===== src/rtl/add8_pkg.sv =====
// Shared types and constants for the 8-bit sum accumulator stage.
package add8_pkg;

  localparam int SUM_W      = 8;
  localparam int N_SUMS_DEF = 4;
  localparam int OUT_W_DEF  = 16;

  typedef enum logic [1:0] {
    IDLE = 2'd0,
    ACC  = 2'd1,
    DONE = 2'd2
  } state_t;

endpackage


===== src/rtl/add8_beat_cnt.sv =====
// Beat counter: counts accepted words of one result and flags the last one.
module add8_beat_cnt #(
  parameter int N_SUMS = 4
) (
  input  logic clk,
  input  logic rst,
  input  logic clr,
  input  logic load,
  input  logic inc,
  output logic tc
);

  localparam int CNT_W = $clog2(N_SUMS + 1);
  localparam logic [CNT_W-1:0] TC_VAL = CNT_W'(N_SUMS - 1);

  logic [CNT_W-1:0] cnt;

  always_ff @(posedge clk) begin
    if (rst || clr) begin
      cnt <= '0;
    end else if (load) begin
      cnt <= CNT_W'(1);
    end else if (inc) begin
      cnt <= cnt + CNT_W'(1);
    end
  end

  // tc marks that the word accepted this cycle completes the result
  assign tc = (cnt == TC_VAL);

endmodule


===== src/rtl/add8_sum_accum.sv =====
// Accumulates N_SUMS registered 8-bit sums into an OUT_W-bit total with valid/ready output.
module add8_sum_accum
  import add8_pkg::*;
#(
  parameter int N_SUMS = N_SUMS_DEF,
  parameter int OUT_W  = OUT_W_DEF
) (
  input  logic             clk,
  input  logic             rst,
  input  logic             clr,
  input  logic [SUM_W-1:0] sum_in,
  input  logic             in_vld,
  output logic             in_rdy,
  output logic [OUT_W-1:0] acc_out,
  output logic             acc_ovf,
  output logic             out_vld,
  input  logic             out_rdy,
  output logic             busy
);

  localparam int AW = OUT_W + 1;

  state_t      state;
  state_t      state_nx;
  logic        accept;
  logic        take;
  logic        tc;
  logic [AW-1:0] sum_nx;

  function automatic logic [AW-1:0] acc_add(input logic [OUT_W-1:0] a,
                                            input logic [SUM_W-1:0] b);
    return {1'b0, a} + AW'(b);
  endfunction

  assign in_rdy  = (state != DONE) && !clr;
  assign accept  = in_vld && in_rdy;
  assign out_vld = (state == DONE);
  assign take    = out_vld && out_rdy;
  assign busy    = (state != IDLE);
  assign sum_nx  = acc_add(acc_out, sum_in);

  always_ff @(posedge clk) begin
    if (rst) begin
      state <= IDLE;
    end else begin
      state <= state_nx;
    end
  end

  always_comb begin
    state_nx = state;
    if (clr) begin
      state_nx = IDLE;
    end else begin
      unique case (state)
        IDLE:    if (accept) state_nx = (N_SUMS == 1) ? DONE : ACC;
        ACC:     if (accept && tc) state_nx = DONE;
        DONE:    if (out_rdy) state_nx = IDLE;
        default: state_nx = IDLE;
      endcase
    end
  end

  add8_beat_cnt #(
    .N_SUMS(N_SUMS)
  ) u_beat_cnt (
    .clk  (clk),
    .rst  (rst),
    .clr  (clr || take),
    .load (accept && (state == IDLE)),
    .inc  (accept && (state == ACC)),
    .tc   (tc)
  );

  // The result stays on acc_out after the take until the next first accept
  always_ff @(posedge clk) begin
    if (rst || clr) begin
      acc_out <= '0;
      acc_ovf <= 1'b0;
    end else if (accept) begin
      if (state == IDLE) begin
        acc_out <= OUT_W'(sum_in);
        acc_ovf <= 1'b0;
      end else begin
        acc_out <= sum_nx[OUT_W-1:0];
        acc_ovf <= acc_ovf | sum_nx[OUT_W];
      end
    end
  end

endmodule

===== config.mk =====
export PLATFORM = sky130hd
export DESIGN_NAME = add8_sum_accum
export DESIGN_NICKNAME = d
export VERILOG_FILES = /design/src/rtl/add8_pkg.sv /design/src/rtl/add8_beat_cnt.sv /design/src/rtl/add8_sum_accum.sv
export SDC_FILE = /design/constraint.sdc
export NUM_CORES = 1
export LEC_CHECK = 0
export BUFFER_PORTS_ARGS = -buffer_cell sky130_fd_sc_hd__buf_4
export CORE_MARGIN = 2
export CORE_UTILIZATION = 54
export DETAILED_ROUTE_END_ITERATION = 10
export PLACE_DENSITY = 0.79
export SLEW_MARGIN = 20
export SYNTH_ARGS = -nofsm -noshare
export SYNTH_HDL_FRONTEND = slang
export SYNTH_SLANG_ARGS = --single-unit

===== constraint.sdc =====
create_clock -name clk -period 2.47 [get_ports clk]
set_clock_uncertainty 0.05 [all_clocks]
set_input_delay 0.1235 -clock clk [delete_from_list [all_inputs] [get_ports clk]]
set_output_delay 0.1235 -clock clk [all_outputs]
set_load 0.1 [all_outputs]

==> impl_metrics.env <==
export IMPL_gp_congestion=0.833
export IMPL_die_area_um2=3270
export IMPL_period_share_pct=90.8
export IMPL_num_rows=19
export IMPL_synthCells=181
export IMPL_cp_max_fo=8
export IMPL_first_pass_iters=4
export IMPL_synth_cell_types=46
export IMPL_grt_setup_unrepaired="no"
export IMPL_worst_pin_slew_ns=0.668
export IMPL_max_cap_viol_count=0
export IMPL_hpwl_um=2950
export IMPL_cts_setup_buffers=0
export IMPL_utilization_pct=67.1
export IMPL_synth_top_cells_by_area="dfxtp_1 (29%), ha_1 (8.2%), nand2_1 (4.9%), mux2i_1 (4.6%), a21oi_1 (4.3%)"
export IMPL_worst_path_buf_inv=0
export IMPL_synth_area_um2=1530
export IMPL_syn_avg_cell_area_um2=8.43
export IMPL_pwr_share_seq_pct=51.7
export IMPL_instances_no_fill=245
export IMPL_setup_viol=0
export IMPL_critical_path_max_stage_delay_ns=0.44
export IMPL_hold_viol=0
export IMPL_synth_nets=205
export IMPL_crit_type="reg -> reg"
export IMPL_fillers=233
export IMPL_io_buffers=32
export IMPL_ys_seq_elements=22
export IMPL_finalSetupTns_ns=0
export IMPL_boundaryPins=33
export IMPL_htree_levels=1
export IMPL_postCtsHoldBufs=0
export IMPL_dieHeight_um=57.1
export IMPL_cp_top_family="compound AO/OA/AOI/OAI gates"
export IMPL_outcome="finished clean"
export IMPL_vias=1509
export IMPL_antenna_found_initial=0
export IMPL_layout_drive_gt1_share_pct=22.9
export IMPL_clk_path_buf_depth=2
export IMPL_grt_max_degree=15
export IMPL_ys_flop_type="dfxtp_1"
export IMPL_cts_tree="yes"
export IMPL_fmax_ghz=0.446
export IMPL_area_delta_synth_final_pct=19.2
export IMPL_combinationalPowerShare_pct=24.2
export IMPL_irDropWorstVdd_uv=244
export IMPL_mostFrequentLayoutCells="buf_4 (34), nand2_1 (20), dfxtp_1 (19), a21oi_1 (13), nor2_1 (12)"
export IMPL_start_util_pct=56.3
export IMPL_hold_ws_ns=0.0277
export IMPL_internal_power_w=0.000477
export IMPL_grt_usage_pct=25.0
export IMPL_routed_wl_um=3880
export IMPL_p_leak_nw=0.801
export IMPL_numCtsBuffers=3
export IMPL_clk_latency_ns=0.31
export IMPL_die_x_um=57.1
export IMPL_viasPerCell=6.16
export IMPL_synth_top_area_cell="dfxtp_1"
export IMPL_drt_initial_drc_count=70
export IMPL_cts_root_buffer="clkbuf_4"
export IMPL_crit_chain="ha_1, fa_1, a211o_1, a211oi_2, nor3_1, o21a_1"
export IMPL_final_net_count=240
export IMPL_slew_violations=0
export IMPL_critPathRequiredTime_ns=2.64
export IMPL_post_cts_resized=0
export IMPL_dpl_cell_count=242
export IMPL_final_common_cell="buf_4"
export IMPL_fp_coreArea_um2=2710
export IMPL_cp_end_kind="flop"
export IMPL_grt_pass1_vias=1508
export IMPL_ant_nets=0
export IMPL_remaining_drc_errors=0
export IMPL_maxSlewHeadroom_pct=54.9
export IMPL_swShare_pct=32.6
export IMPL_async_flop_share_pct=0
export IMPL_power_w=0.000707
export IMPL_antenna_cells=0
export IMPL_hold_class="in -> reg"
export IMPL_yosys_warnings=0
export IMPL_synth_top_area_share_pct=28.9
export IMPL_final_seq_area_um2=444
export IMPL_power_density_nw_per_um2=389
export IMPL_overflow=0
export IMPL_startpoint_type="flop"
export IMPL_clock_sinks=22
export IMPL_cp_slowest_cell="fa_1"
export IMPL_wl_per_cell_um=15.8
export IMPL_period_minus_slack_ns=2.24
export IMPL_worstPathArrival_ns=2.41
export IMPL_clkTransAtPathRegs_ns=0.13
export IMPL_multi_input_area_um2=1030
export IMPL_grt_first_pass_wirelength_um=6490
export IMPL_switchingPower_w=0.000230
export IMPL_clkPwrFrac_pct=24.1
export IMPL_seq_area_frac_synth_pct=28.9
export IMPL_synth_edf_count=0
-- power by group through the flow --
| stage | registers (W) | clock network (W) | logic (W) |
|---|---|---|---|
| finish | 0.000366 | 0.000170 | 0.000171 |
| global route | 0.000367 | 0.000190 | 0.000182 |
| CTS | 0.000366 | 0.000173 | 0.000170 |
| detailed placement | 0.000374 | 0 | 0.000169 |
| global placement | 0.000373 | 0 | 0.000164 |
| floorplan | 0.000401 | 0 | 0.0000958 |
-- tightest hold or removal path, delay by kind of cell --
kind / cells / cell delay, ns
AO/OA/AOI/OAI: 1 / 0.07
buffers and inverters: 1 / 0.11
AND/OR/NAND/NOR: 1 / 0.05
-- cell families (layout without fill, tap and decap cells) --
logic type	Yosys count	in the layout	share of synthesized area [%]
simple gates	69	69	22.9
buf+inv	10	43	3.44
compound gates	60	60	29.5
fa+ha+maj	11	11	9.52
xor+xnor	2	2	1.15
flops	22	22	28.9
mux	7	7	4.59
-- layout make-up --
cell class              count  area share [%]
inverters                   6            1.24
flip-flops and latches     22            24.4
repair buffers             34            14.0
clock buffers               3            1.24
multi-input cells         149            56.9
well taps                  31            2.13
-- state kept, by name (all words and copies together), names as in the netlist --
name,flops
acc_out,16
u_beat_cnt.cnt,3
state,2
acc_ovf,1
-- synth_stat cells, types with 2 or more instances --
| cell | number |
|---|---|
| dfxtp_1 | 22 |
| nand2_1 | 20 |
| a21oi_1 | 13 |
| nor2_1 | 13 |
| ha_1 | 10 |
| o21ai_0 | 10 |
| mux2i_1 | 7 |
| nand3_1 | 7 |
| a21o_1 | 6 |
| inv_1 | 6 |
| a211oi_1 | 4 |
| and2_1 | 4 |
| or3_1 | 4 |
| a211o_1 | 3 |
| a31oi_1 | 3 |
| nand2b_1 | 3 |
| nand4_1 | 3 |
| nor3_1 | 3 |
| o211ai_1 | 3 |
| a2111o_1 | 2 |
| a311oi_1 | 2 |
| buf_4 | 2 |
| nor2_2 | 2 |
| nor4b_1 | 2 |
| o211a_1 | 2 |
| o21a_1 | 2 |
| o31ai_1 | 2 |
| or4_1 | 2 |
| xnor2_1 | 2 |
-- through the flow --
step                      instance area, um2  worst slack, ns
final                                   1820            0.227
after CTS                               1820            0.217
after global routing                    1820           0.0714
after detailed placement                1800            0.250
after floorplan                         1530           0.0428
after global placement                  1800            0.309
-- path summary, 6_finish.rpt --
check | start | end | slack, ns | depth (start not counted)
worst max-delay path | acc_out[0]$_SDFFE_PP0N_ | acc_ovf$_SDFFE_PP0N_ | 0.23 | 6
worst min-delay path | sum_in[6] | acc_out[6]$_SDFFE_PP0N_ | 0.03 | 3
worst max register to register | acc_out[0]$_SDFFE_PP0N_ | acc_ovf$_SDFFE_PP0N_ | 0.23 | 6
worst min register to register | acc_out[2]$_SDFFE_PP0N_ | acc_out[2]$_SDFFE_PP0N_ | 0.44 | 2
-- layer usage --
metal | part of all wire [%] | track usage, % | vias up
li1 | - | - | 755
met1 | 44 | 29.4 | 685
met2 | 50 | 44.3 | 53
met3 | 3.6 | 3.40 | 16
met4 | 3.0 | 12.3 | 0
met5 | 0 | 0 | -
Note: power is estimated with default switching activity, not from simulation.
